### src/rtl/rr_datapath_arbiter_pkg.sv
// Shared definitions for the round-robin datapath arbiter: state encoding,
// default sizing and the index-width derivation used by the RTL and the bench.
package rr_datapath_arbiter_pkg;

    typedef enum logic [1:0] {
        IDLE  = 2'd0,
        GRANT = 2'd1,
        TURN  = 2'd2
    } arb_state_e;

    localparam int unsigned DEF_N        = 4;
    localparam int unsigned DEF_MAX_HOLD = 8;

    // Width needed to index n items; never narrower than one bit.
    function automatic int unsigned idw_of(input int unsigned n);
        return (n <= 1) ? 1 : $clog2(n);
    endfunction

endpackage

### src/rtl/rr_datapath_arbiter_pick.sv
// Combinational round-robin pick: first set bit of req searching from last+1
// upward with wrap-around.
//   req   : request vector
//   last  : index of the most recent owner (lowest priority)
//   pick  : one-hot winner, zero when nothing requested
//   idx   : index of the winner
//   found : a winner exists
module rr_datapath_arbiter_pick
    import rr_datapath_arbiter_pkg::*;
#(
    parameter int unsigned N   = DEF_N,
    parameter int unsigned IDW = idw_of(N)
) (
    input  logic [N-1:0]   req,
    input  logic [IDW-1:0] last,
    output logic [N-1:0]   pick,
    output logic [IDW-1:0] idx,
    output logic           found
);

    localparam int unsigned SW = IDW + 1;

    logic [IDW-1:0] start;
    logic [N-1:0]   rot;
    logic [IDW-1:0] off;
    logic [SW-1:0]  sum;

    // Rotate so the search start lands at bit 0, priority-encode, rotate back.
    always_comb begin
        start = (last == IDW'(N - 1)) ? '0 : last + 1'b1;
        rot   = N'({req, req} >> start);
        off   = '0;
        found = |rot;
        for (int i = N - 1; i >= 0; i--) begin
            if (rot[i]) begin
                off = IDW'(i);
            end
        end
        sum  = {1'b0, start} + {1'b0, off};
        idx  = (sum >= SW'(N)) ? IDW'(sum - SW'(N)) : IDW'(sum);
        pick = found ? (N'(1) << idx) : '0;
    end

endmodule

### src/rtl/rr_datapath_arbiter.sv
// Round-robin owner scheduler for the shared four-lane datapath. Holds a
// grant while the owner keeps requesting, forces rotation after MAX_HOLD
// cycles when someone else waits, and inserts one idle turnaround cycle
// between owners.
//   clk     : clock
//   rst     : synchronous active-low reset
//   req     : per-requester level request
//   gnt     : one-hot grant (zero when no owner)
//   gnt_id  : current owner index, holds last owner while gnt is zero
//   busy    : gnt is non-zero
//   preempt : one-cycle pulse on the turnaround caused by a timeout
module rr_datapath_arbiter
    import rr_datapath_arbiter_pkg::*;
#(
    parameter int unsigned N        = DEF_N,
    parameter int unsigned MAX_HOLD = DEF_MAX_HOLD,
    parameter int unsigned IDW      = idw_of(N)
) (
    input  logic           clk,
    input  logic           rst,
    input  logic [N-1:0]   req,
    output logic [N-1:0]   gnt,
    output logic [IDW-1:0] gnt_id,
    output logic           busy,
    output logic           preempt
);

    localparam int unsigned HCW = idw_of(MAX_HOLD);

    arb_state_e     state_q, state_d;
    logic [N-1:0]   gnt_q, gnt_d;
    logic [IDW-1:0] gnt_id_q, gnt_id_d;
    logic           busy_q, busy_d;
    logic           preempt_q, preempt_d;
    logic [HCW-1:0] hold_q, hold_d;
    logic [IDW-1:0] last_q, last_d;

    logic [N-1:0]   pick_gnt;
    logic [IDW-1:0] pick_idx;
    logic           pick_found;

    rr_datapath_arbiter_pick #(
        .N   (N),
        .IDW (IDW)
    ) u_pick (
        .req   (req),
        .last  (last_q),
        .pick  (pick_gnt),
        .idx   (pick_idx),
        .found (pick_found)
    );

    logic at_max;
    logic owner_req;
    logic competitor;

    // Next-state and next-output logic.
    always_comb begin
        state_d    = state_q;
        gnt_d      = gnt_q;
        gnt_id_d   = gnt_id_q;
        busy_d     = busy_q;
        preempt_d  = 1'b0;
        hold_d     = hold_q;
        last_d     = last_q;
        at_max     = (hold_q == HCW'(MAX_HOLD - 1));
        owner_req  = req[gnt_id_q];
        competitor = |(req & ~gnt_q);

        case (state_q)
            IDLE, TURN: begin
                if (pick_found) begin
                    state_d  = GRANT;
                    gnt_d    = pick_gnt;
                    gnt_id_d = pick_idx;
                    busy_d   = 1'b1;
                    hold_d   = '0;
                end else begin
                    state_d = IDLE;
                    gnt_d   = '0;
                    busy_d  = 1'b0;
                end
            end
            GRANT: begin
                // Release wins over timeout, so preempt only fires while the
                // owner is still requesting.
                if (!owner_req || (at_max && competitor)) begin
                    state_d   = TURN;
                    gnt_d     = '0;
                    busy_d    = 1'b0;
                    last_d    = gnt_id_q;
                    preempt_d = owner_req;
                end else if (!at_max) begin
                    hold_d = hold_q + 1'b1;
                end
            end
            default: begin
                state_d = IDLE;
                gnt_d   = '0;
                busy_d  = 1'b0;
            end
        endcase
    end

    // State and output registers.
    always_ff @(posedge clk) begin
        if (!rst) begin
            state_q   <= IDLE;
            gnt_q     <= '0;
            gnt_id_q  <= '0;
            busy_q    <= 1'b0;
            preempt_q <= 1'b0;
            hold_q    <= '0;
            last_q    <= IDW'(N - 1);
        end else begin
            state_q   <= state_d;
            gnt_q     <= gnt_d;
            gnt_id_q  <= gnt_id_d;
            busy_q    <= busy_d;
            preempt_q <= preempt_d;
            hold_q    <= hold_d;
            last_q    <= last_d;
        end
    end

    assign gnt     = gnt_q;
    assign gnt_id  = gnt_id_q;
    assign busy    = busy_q;
    assign preempt = preempt_q;

endmodule

### config.mk
export PLATFORM = sky130hd
export DESIGN_NAME = rr_datapath_arbiter
export DESIGN_NICKNAME = d
export VERILOG_FILES = /design/src/rtl/rr_datapath_arbiter_pkg.sv /design/src/rtl/rr_datapath_arbiter_pick.sv /design/src/rtl/rr_datapath_arbiter.sv
export SDC_FILE = /design/constraint.sdc
export NUM_CORES = 1
export LEC_CHECK = 0
export CAP_MARGIN = 0
export CORE_MARGIN = 2
export CORE_UTILIZATION = 54
export DETAILED_ROUTE_END_ITERATION = 10
export PLACE_DENSITY = 0.81
export SYNTH_ARGS = -nofsm -noshare
export SYNTH_HDL_FRONTEND = slang
export SYNTH_SLANG_ARGS = --single-unit
### constraint.sdc
create_clock -name clk -period 3 [get_ports clk]
set_input_delay 0.6 -clock clk [delete_from_list [all_inputs] [get_ports clk]]
set_output_delay 0.6 -clock clk [all_outputs]
set_load 0.05 [all_outputs]
==> flow_summary.ini <==
[logic_synthesis]
async_flop_share = 0
synth_cells = 91
synth_flop_cell = dfxtp_1
syn_nets = 101
yosysSeqAreaShare = 0.3582
syn-cell-area_um2 = 838.3
ys_seq_elements = 15
syn_avg_cell_area_um2 = 9.212
ys_warn_count = 0
synth_edf_count = 0
ys_types = 37

[floorplan]
num_rows = 14
die_x_um = 43.40
die_area_um2 = 1884
die_h_um = 43.40
core_region_area_um2 = 1489
pin_count = 14
initial_core_util = 0.5630

[routing]
viasPerCell = 6.058
drc = 0
first_iter_violations = 29
detail-route-antenna-nets = 0
wl_per_cell_um = 14.01
first_pass_iters = 4
vias = 733
finalWirelength_mm = 1.695

[clocking]
h-tree-depth = 1
clock_path_buffers = 2
cts_tree = built
clk-insertion-delay-late_ps = 280
cts_sinks = 15
clk_pin_slew_ps = 90
ctsHoldBuffers = 0
root_buffer = clkbuf_4
cts_made_buffers = 3
cts.repair.resized = 0
post_cts_buffers = 0

[finish]
nets = 116
syn_to_final_growth_pct = 18.96
n_antenna_cell = 0
postLayoutCellArea_um2 = 997.2
seq_area_um2 = 300.3
drive_gt1_frac = 0.1238
layout.cells.non_filler = 121
multiInputGateArea_um2 = 504.2
nFillCells = 117

[sta]
rsz0062_at_grt = no
tns_ps = 0
period_needed_ps = 2327
slew_headroom = 0.6562
setup_slack_ps = 672.6
finalCritPeriodShare = 0.7758
hold_viol = 0
tightestPinTransition_ps = 514.2
max_freq_mhz = 429.7
holdWs_ps = 486.5
final-max-slew-violation-count = 0
setup_violations = 0
skew_ps = 1.653

[pwr]
leakagePower_uw = 0.0004003
p_switching_uw = 187.0
power_density_nw_per_um2 = 529.7
p_int_uw = 341.2
swShare = 0.3540
p_seq_frac = 0.442
clkPwrFrac = 0.216
ir_worst_vdd_mv = 0.3649
comb_power_share = 0.342

[grt]
first_global_vias = 642
grt_max_degree = 19
track_usage = 0.2033
grt_overflow_total = 0
grt_pass1_wl_mm = 2.835
grt_antenna_before_repair = 0

[run]
maxCapViolCount = 0

[placed_design]
gp_congestion = 0.9720
place_area_um2 = 969.7
dp_hpwl_mm = 1.248
port_buffers = 13
dp_slack_ps = 437.4
placed_cells = 117

[status]
outcome = complete, no violations

[worst_setup_path]
cp_max_fo = 6
crit_path_start_kind = input port
endpoint_kind = flip-flop
required_ps = 3180
crit_arrival_ps = 2510
crit_type = in2reg

[min_path]
hold_path_class = reg2reg
cells by family (layout without fill, tap and decap cells):
kind of cell,after synthesis,after routing,synth area share
AND/OR/NAND/NOR,31,31,0.2075
XOR/XNOR,2,2,0.02986
adder cells (fa/ha/maj),5,5,0.07314
multiplexers,5,5,0.07612
AO/OA/AOI/OAI,26,26,0.2149
buffers and inverters,7,21,0.04030
flip-flops,15,15,0.3582
layer usage:
| layer | up-vias | track usage | wire length [µm] |
|---|---|---|---|
| met1 | 334 | 0.2467 | 756 |
| li1 | 361 | - | - |
| met3 | 9 | 0.05417 | 94 |
| met5 | - | 0 | 0 |
| met4 | 0 | 0.09091 | 30 |
| met2 | 29 | 0.3373 | 814 |
layout by cell type, fill, tap and decap left out, types with 2 or more instances in the layout:
master,instances
nor2b_1,7
nor2_1,4
o21ai_1,2
nand2_1,4
clkbuf_4,3
clkdlybuf4s50_1,13
inv_1,4
a21oi_1,4
nor3_1,3
and3_1,2
and2_4,2
dfxtp_1,15
ha_1,4
o21a_1,2
o21ai_0,4
nand3_1,4
and2_1,2
a22o_1,2
mux2i_1,3
a211oi_1,3
state kept, by name, indices dropped and copies added, names as in the netlist:
register and cells:
busy 1, gnt 4, gnt_id 2, hold_q 3
last_q 2, preempt 1, state_q 2
final timing paths:
kind | from | end | slack (ps) | cells past startpoint
worst max-delay path | req[1] | gnt_id[1]$_SDFFE_PN0N_ | 670 | 8
worst min register to register | hold_q[1]$_SDFFE_PN0P_ | hold_q[1]$_SDFFE_PN0P_ | 490 | 1
worst min-delay path | hold_q[1]$_SDFFE_PN0P_ | hold_q[1]$_SDFFE_PN0P_ | 490 | 1
worst max register to register | last_q[0]$_SDFFE_PN1P_ | gnt_id[1]$_SDFFE_PN0N_ | 920 | 8
stage by stage:
stage / util / power [µW]
final: 0.6697 / 528.2
after global routing: 0.6697 / 561.3
after detailed placement: 0.6513 / 416.9
after CTS: 0.6697 / 532.8
after floorplan: - / 369.0
after global placement: 0.6513 / 413.6
power groups by stage:
| stage | Combinational (µW) | Clock, µW | Sequential (µW) |
|---|---|---|---|
| floorplan | 96.4 | 0 | 273 |
| global placement | 177 | 0 | 237 |
| finish | 181 | 114 | 233 |
| detailed placement | 179 | 0 | 238 |
| global route | 195 | 131 | 235 |
| CTS | 180 | 120 | 233 |
final cells by class:
class	instances	area share
inverters	4	0.01506
well taps	16	0.02008
repair buffers	13	0.1305
flip-flops and latches	15	0.3011
clock buffers	3	0.02258
clock inverters	1	0.005019
multi-input cells	69	0.5056
cells in the mapped netlist, drive strengths merged, types with 3 or more instances:
cell type  instances  area share
nand3              4       0.024
and2               4       0.036
o21ai              6       0.036
nor2               4       0.018
dfxtp             15        0.36
a21oi              5       0.034
ha                 4       0.060
nor3               3       0.018
mux2i              3       0.036
nand2              4       0.018
nor2b              7       0.052
inv                4       0.018
a211oi             3       0.027
worst max-delay path, cell delays in order:
cell and delay (ps):
clkdlybuf4s50_1 500, nor2_1 210, o22ai_1 120, a211oi_1 300
a21oi_1 80, ha_1 250, xor2_2 210, a31o_2 240
No activity file was read; power rests on OpenSTA's default activity.
